--- src/rtl/accu_pkg.sv ---
// Constants shared by the 4-sample accumulator and its downstream sum buffer.
package accu_pkg;
    localparam int ACC_IN_W  = 8;
    localparam int ACC_SUM_W = 10;
    localparam int ACC_GROUP = 4;
    localparam int AVG_SHIFT = 2;   // log2(ACC_GROUP)
endpackage

--- src/rtl/accu_fifo_mem.sv ---
// DEPTH x DW register array: one synchronous write port, one asynchronous read port.
module accu_fifo_mem #(
    parameter int DW    = 10,
    parameter int DEPTH = 4
) (
    input  logic                     clk,
    input  logic                     we,
    input  logic [$clog2(DEPTH)-1:0] waddr,
    input  logic [DW-1:0]            wdata,
    input  logic [$clog2(DEPTH)-1:0] raddr,
    output logic [DW-1:0]            rdata
);
    logic [DW-1:0] mem [DEPTH];

    always_ff @(posedge clk) begin
        if (we) begin
            mem[waddr] <= wdata;
        end
    end

    assign rdata = mem[raddr];
endmodule

--- src/rtl/accu_sum_buffer.sv ---
// FWFT buffer for accumulator group sums with valid/ready output, average tap
// and sticky overflow / saturating drop counter.
module accu_sum_buffer
    import accu_pkg::*;
#(
    parameter int DW    = ACC_SUM_W,
    parameter int DEPTH = 4,
    parameter int CNT_W = 8
) (
    input  logic                     clk,
    input  logic                     rst,
    input  logic [DW-1:0]            sum_in,
    input  logic                     sum_valid,
    output logic [DW-1:0]            out_data,
    output logic [DW-AVG_SHIFT-1:0]  out_avg,
    output logic                     out_valid,
    input  logic                     out_ready,
    output logic [$clog2(DEPTH):0]   level,
    output logic                     overflow,
    output logic [CNT_W-1:0]         drop_cnt,
    input  logic                     clr_ovf
);
    localparam int AW = $clog2(DEPTH);
    localparam logic [AW:0]      FULL_LVL = (AW+1)'(DEPTH);
    localparam logic [CNT_W-1:0] CNT_MAX  = '1;

    logic [AW-1:0]    wr_ptr;
    logic [AW-1:0]    rd_ptr;
    logic [AW:0]      level_q;
    logic [AW:0]      level_next;
    logic             nonempty;
    logic [DW-1:0]    rdata;
    logic [CNT_W-1:0] cnt_q;
    logic             ovf_q;
    logic             full;
    logic             pop;
    logic             push;
    logic             drop;

    assign full = (level_q == FULL_LVL);
    assign pop  = nonempty & out_ready;
    // When full, a same-cycle pop frees the head slot, which is exactly where wr_ptr points.
    assign push = sum_valid & (~full | pop);
    assign drop = sum_valid & full & ~pop;

    always_comb begin
        level_next = level_q;
        unique case ({push, pop})
            2'b10:   level_next = level_q + (AW+1)'(1);
            2'b01:   level_next = level_q - (AW+1)'(1);
            default: level_next = level_q;
        endcase
    end

    always_ff @(posedge clk or posedge rst) begin
        if (rst) begin
            wr_ptr   <= '0;
            rd_ptr   <= '0;
            level_q  <= '0;
            nonempty <= 1'b0;
        end else begin
            if (push) begin
                wr_ptr <= wr_ptr + 1'b1;
            end
            if (pop) begin
                rd_ptr <= rd_ptr + 1'b1;
            end
            level_q  <= level_next;
            nonempty <= (level_next != '0);
        end
    end

    // A drop in the same cycle as a clear restarts the count at one.
    always_ff @(posedge clk or posedge rst) begin
        if (rst) begin
            ovf_q <= 1'b0;
            cnt_q <= '0;
        end else if (drop) begin
            ovf_q <= 1'b1;
            if (clr_ovf) begin
                cnt_q <= CNT_W'(1);
            end else if (cnt_q != CNT_MAX) begin
                cnt_q <= cnt_q + 1'b1;
            end
        end else if (clr_ovf) begin
            ovf_q <= 1'b0;
            cnt_q <= '0;
        end
    end

    accu_fifo_mem #(
        .DW    (DW),
        .DEPTH (DEPTH)
    ) u_mem (
        .clk   (clk),
        .we    (push),
        .waddr (wr_ptr),
        .wdata (sum_in),
        .raddr (rd_ptr),
        .rdata (rdata)
    );

    assign out_valid = nonempty;
    assign out_data  = nonempty ? rdata : '0;
    assign out_avg   = out_data[DW-1:AVG_SHIFT];
    assign level     = level_q;
    assign overflow  = ovf_q;
    assign drop_cnt  = cnt_q;
endmodule

--- config.mk ---
export PLATFORM = sky130hd
export DESIGN_NAME = accu_sum_buffer
export DESIGN_NICKNAME = d
export VERILOG_FILES = /design/src/rtl/accu_pkg.sv /design/src/rtl/accu_fifo_mem.sv /design/src/rtl/accu_sum_buffer.sv
export SDC_FILE = /design/constraint.sdc
export NUM_CORES = 1
export LEC_CHECK = 0
export ABC_CLOCK_PERIOD_IN_PS = 5950
export CORE_ASPECT_RATIO = 1.75
export CORE_MARGIN = 2
export CORE_UTILIZATION = 55
export CTS_CLUSTER_SIZE = 24
export DETAILED_ROUTE_END_ITERATION = 7
export PLACE_DENSITY = 0.83
export REMOVE_ABC_BUFFERS = 1
export SKIP_CTS_REPAIR_TIMING = 1
export SLEW_MARGIN = 25
export SYNTH_ARGS = -nofsm -noshare
export SYNTH_HDL_FRONTEND = slang
export SYNTH_HIERARCHICAL = 1
export SYNTH_SLANG_ARGS = --single-unit
--- constraint.sdc ---
create_clock -name clk -period 5.95 [get_ports clk]
set_clock_uncertainty 0.1 [all_clocks]
set_input_delay 1.19 -clock clk [delete_from_list [all_inputs] [get_ports clk]]
set_output_delay 1.19 -clock clk [all_outputs]
set_load 0.05 [all_outputs]
==> Word level (Yosys, flattened, before mapping) <==
Memory sizes are Yosys's and may differ from the RTL's.
Cells that the tools add are included.
{ "word_totals": {"regBits": 17, "ram_bits": 40, "romBits": 0, "in_bits": 15, "output_inout_bits": 31, "latch_bits": 0, "wordCells": 37, "memories": 1} }
{ "classes": {"n_reduce_logical": 4, "eq_ne": 4, "muxes": 10, "bitwise": 7, "shift": 0, "mul": 0, "magnitude_cmp": 0, "n_addsub": 5, "n_div": 0} }
{ "mem_list": {"columns": ["memory", "words", "width", "rd", "rd_clocked_by_memory_dff", "wr", "line_no", "source"], "rows": [
  ["u_mem.mem", 4, 10, 1, 0, 1, "accu_fifo_mem.sv:13", "logic [DW-1:0] mem [DEPTH];"]
]} }
{ "ops": {"columns": ["cell", "n"], "rows": [
  ["2-to-1 mux 8 bit", 4],
  ["2-to-1 mux 10 bit", 1],
  ["adder 8 x 1 -> 8 bit, second input constant", 1],
  ["inequality test 8 bit, second input constant", 1],
  ["one-hot mux 3 bit (2 select lines)", 1],
  ["adder 2 x 1 -> 2 bit, second input constant", 2],
  ["bitwise AND 1 bit", 4],
  ["2-to-1 mux 1 bit", 4],
  ["nonzero test 2 bit", 2],
  ["adder 3 x 1 -> 3 bit, second input constant", 1],
  ["== test 3 bit, second input constant", 1],
  ["nonzero test 3 bit", 1],
  ["subtractor 3 x 1 -> 3 bit, second input constant", 1],
  ["== test 2 x 1 -> 1 bit, second input constant", 1],
  ["== test 2 bit, second input constant", 1],
  ["NOT 1 bit", 2],
  ["AND reduction 2 bit", 1],
  ["bitwise OR 1 bit", 1]
]} }

==> Depth between registers and ports, before layout <==
{ "depth": {"ltp_word": 7, "depth_mapped": 9, "mapped_depth_nobuf": 9} }

==> Cells and area by module <==
The synthesis kept the hierarchy.
{ "modules_own_cells": {"columns": ["module", "n_inst", "area_each_um2", "seq_area_each_um2", "cells_each"], "rows": [
  ["accu_fifo_mem", 1, 1473.9, 1201.2, 56],
  ["accu_sum_buffer", 1, 998.5, 425.4, 100]
]} }

==> Worst setup path after synthesis <==
No wires, ideal clock.
{ "synth_timing": {"path_kind": "reg2out", "from": "register nonempty (netlist: out_valid)", "to": "output port out_data[2]", "path_buffers": 2, "setup_slack_ns": 2.974, "required_time_ns": 4.660, "t_arrival_ns": 1.686, "stages_incl_launch_ff": 4, "path_cell_list": "dfrtp_1 -> clkbuf_1 -> and2_1 -> buf_4"} }
{ "synth_between": {"elab_chain_cells": 1} }
{ "synth_rtl": {"columns": ["element", "line_no", "source"], "rows": [
  ["from (decl)", "accu_sum_buffer.sv:31", "logic nonempty;"],
  ["from (signal assigned)", "accu_sum_buffer.sv:69", "nonempty <= (level_next != '0);"],
  ["2-to-1 mux 10 bit", "accu_sum_buffer.sv:104", "assign out_data = nonempty ? rdata : '0;"],
  ["to (decl)", "accu_sum_buffer.sv:14", "output logic [DW-1:0] out_data,"]
]} }
Every way passes these cells.

==> Worst setup path after layout <==
{ "layout_timing": {"from": "register rd_ptr[0]", "to": "output port out_data[9]"} }
{ "layout_between": {"elab_chain_cells": 2} }
{ "layout_rtl": {"columns": ["element", "line_no", "source"], "rows": [
  ["from (decl)", "accu_sum_buffer.sv:28", "logic [AW-1:0] rd_ptr;"],
  ["from (signal assigned)", "accu_sum_buffer.sv:66", "rd_ptr <= rd_ptr + 1'b1;"],
  ["memory read (4 x 10 bit)", null, null],
  ["named net rdata[9]", "accu_sum_buffer.sv:32", "logic [DW-1:0] rdata;"],
  ["2-to-1 mux 10 bit", "accu_sum_buffer.sv:104", null]
]} }
The timed path passes the listed nets, and every way through them passes these cells.

==> results.ini <==
[sta]
max_freq_ghz=0.257
finalHoldViolCount=0
max-slew-margin-rel=0.544
fin_crit_sh=0.653
finalSetupViolCount=0
rsz0062_at_grt=false
fin_crit_ns=3.88
worstMarginPinSlew_ns=0.683
finalMaxSlewViolations=0
finalSetupTns_ns=0

[logic_synthesis]
synth_seq_area_share=0.658
synthFlopType=edfxtp_1
synth_seq_cells=57
async_flop_share=0.298
postSynthAreaPerCell_sq_um=15.8
ys_types=39
ys_warn_count=6
syn_inst=156
synth_area_sq_mm=0.00247
synth_edf_count=40

[floorplan]
dieArea_sq_mm=0.00507
die_h_um=92.7
ios=46
start_util=0.567
coreArea_sq_mm=0.00436
core.rowCount=32
die_x_um=54.7

[global_routing]
grt_max_degree=18
grt_pass1_wl_um=7110
track_usage=0.205
antenna_found_initial=0
overflow=0
grt_pass1_vias=1534

[place]
gp_congestion=0.754
dpl.hpwl_um=3280
dp.cells=241
portBuffers=45

[routing]
routed_via_density=5.54
wl_per_cell_um=17.7
drc_errors=0
num_vias=1425
ant_nets=0
drt_iter0_markers=24
firstDrtPassIters=4
wirelength_um=4540

[cts]
cts_made_buffers=9
cts_tree=yes
clk_path_buf_depth=2
cts.sinks=57
htree_levels=3
cts-root-buf=clkbuf_8
clk_latency_ns=0.32
path_clk_slew_ns=0.06

[outcome]
status=complete, no violations

[worst_setup_path]
cp_max_fo=12
start_kind=register
end_kind=primary output
required_ns=4.66
crit_arrival_ns=2.59
path_class=register to primary output

[pwr]
power.density_mw_per_mm2=564
p_sw_w=0.000732
clkPwrFrac=0.176
swShare=0.421
p_int_w=0.00101
peakVddDrop_mv=0.473
seq_power_share=0.344
comb_power_share=0.480
p_leak_nw=1.12

[finish]
final_cells=257
nNetsFinal=219
antennaDiodeCount=0
syn_to_final_growth_pct=24.7
drive_gt1_frac=0.150

[hold_path]
hp-class=register to register

[job]
maxCapViolations=0

[layout by cell type (no fill, tap or decap), drive strengths merged, types with 3 or more instances in the layout]
cell           count
nor2               4
edfxtp            40
o21ai              3
inv                5
nor2b              3
clkinv             3
clkdlybuf4s50     45
a21oi              4
clkbuf            13
dfrtp             17
nand2             11
mux4              10
nand4              3
xnor2              5
o31ai              3
and2              10
[cells in the mapped netlist (3+ instances only)]
cell,count,area share
edfxtp_1,40,0.49
dfrtp_1,17,0.17
nand2_1,11,0.017
and2_1,10,0.025
mux4_2,10,0.091
buf_4,8,0.024
inv_1,5,0.0076
xnor2_1,5,0.018
a21oi_1,4,0.0081
nor2_1,3,0.0046
nor2b_1,3,0.0076
o21ai_0,3,0.0061
o31ai_1,3,0.0091
[worst max-delay path, cell delays in order, from the launching register on]
cell and delay [ns]:
dfrtp_1 0.78, mux4_2 0.58, and2_1 0.20, clkdlybuf4s50_1 0.71
[metrics by stage]
step	cell area, sq um	total power, W	setup slack, ns	hold slack (ns)	util
floorplan	2390	0.00117	2.92	0.386	-
global placement	2910	0.00142	2.41	0.400	0.667
detailed placement	2910	0.00145	2.33	0.434	0.667
CTS	3080	0.00176	1.97	0.443	0.707
global route	3080	0.00183	1.91	0.470	0.707
finish	3080	0.00174	2.07	0.443	0.707
[layout make-up]
cell class | instances | area [sq um]
Inverter | 5 | 18.8
Clock buffer | 13 | 159
Fill cell | 297 | 1280
Multi-Input combinational cell | 82 | 743
Timing Repair Buffer | 46 | 458
Sequential cell | 57 | 1630
Clock inverter | 3 | 15.0
Tap cell | 51 | 63.8
[state kept, by name, indices dropped and copies added (netlist names)]
register	flops
level	3
u_mem/mem	40
wr_ptr	2
rd_ptr	2
drop_cnt	8
out_valid	1
overflow	1
[layer usage]
layer | global-route usage | wire [um] | vias to the layer above
li1 | - | - | 668
met1 | 0.220 | 1680 | 707
met2 | 0.345 | 2580 | 43
met3 | 0.0629 | 208 | 7
met4 | 0.100 | 74 | 0
met5 | 0 | 0 | -
[logic make-up after synthesis]
| family | after synthesis | synth area share |
|---|---|---|
| AOI/OAI and AO/OA | 14 | 0.0415 |
| xor gates and xnor gates | 7 | 0.0248 |
| adders and majority gates | 3 | 0.0182 |
| buffers and inverters | 17 | 0.0415 |
| DFF | 57 | 0.658 |
| muxes | 13 | 0.104 |
| and+or+nand+nor | 45 | 0.112 |
[path summary, 6_finish.rpt]
check	startpoint	to	slack, ns	depth (start not counted)
max	rd_ptr[0]	out_data[9]	2.07	3
min	wr_ptr[1]	wr_ptr[1]	0.44	1
max reg2reg	out_valid	out_valid	3.50	7
min reg2reg	wr_ptr[1]	wr_ptr[1]	0.44	1
max in group asynchronous	rst	level[0]	4.14	2
min in group asynchronous	rst	drop_cnt[4]	1.17	2
[power groups by stage]
stage,sequential [W],combinational (W),clock (W)
2_1_floorplan,0.000639,0.000532,0
3_3_place_gp,0.000602,0.000820,0
3_5_place_dp,0.000611,0.000842,0
4_1_cts,0.000604,0.000843,0.000315
5_1_grt,0.000614,0.000880,0.000333
6_report,0.000598,0.000834,0.000307
No activity file was read; power rests on OpenSTA's default activity.
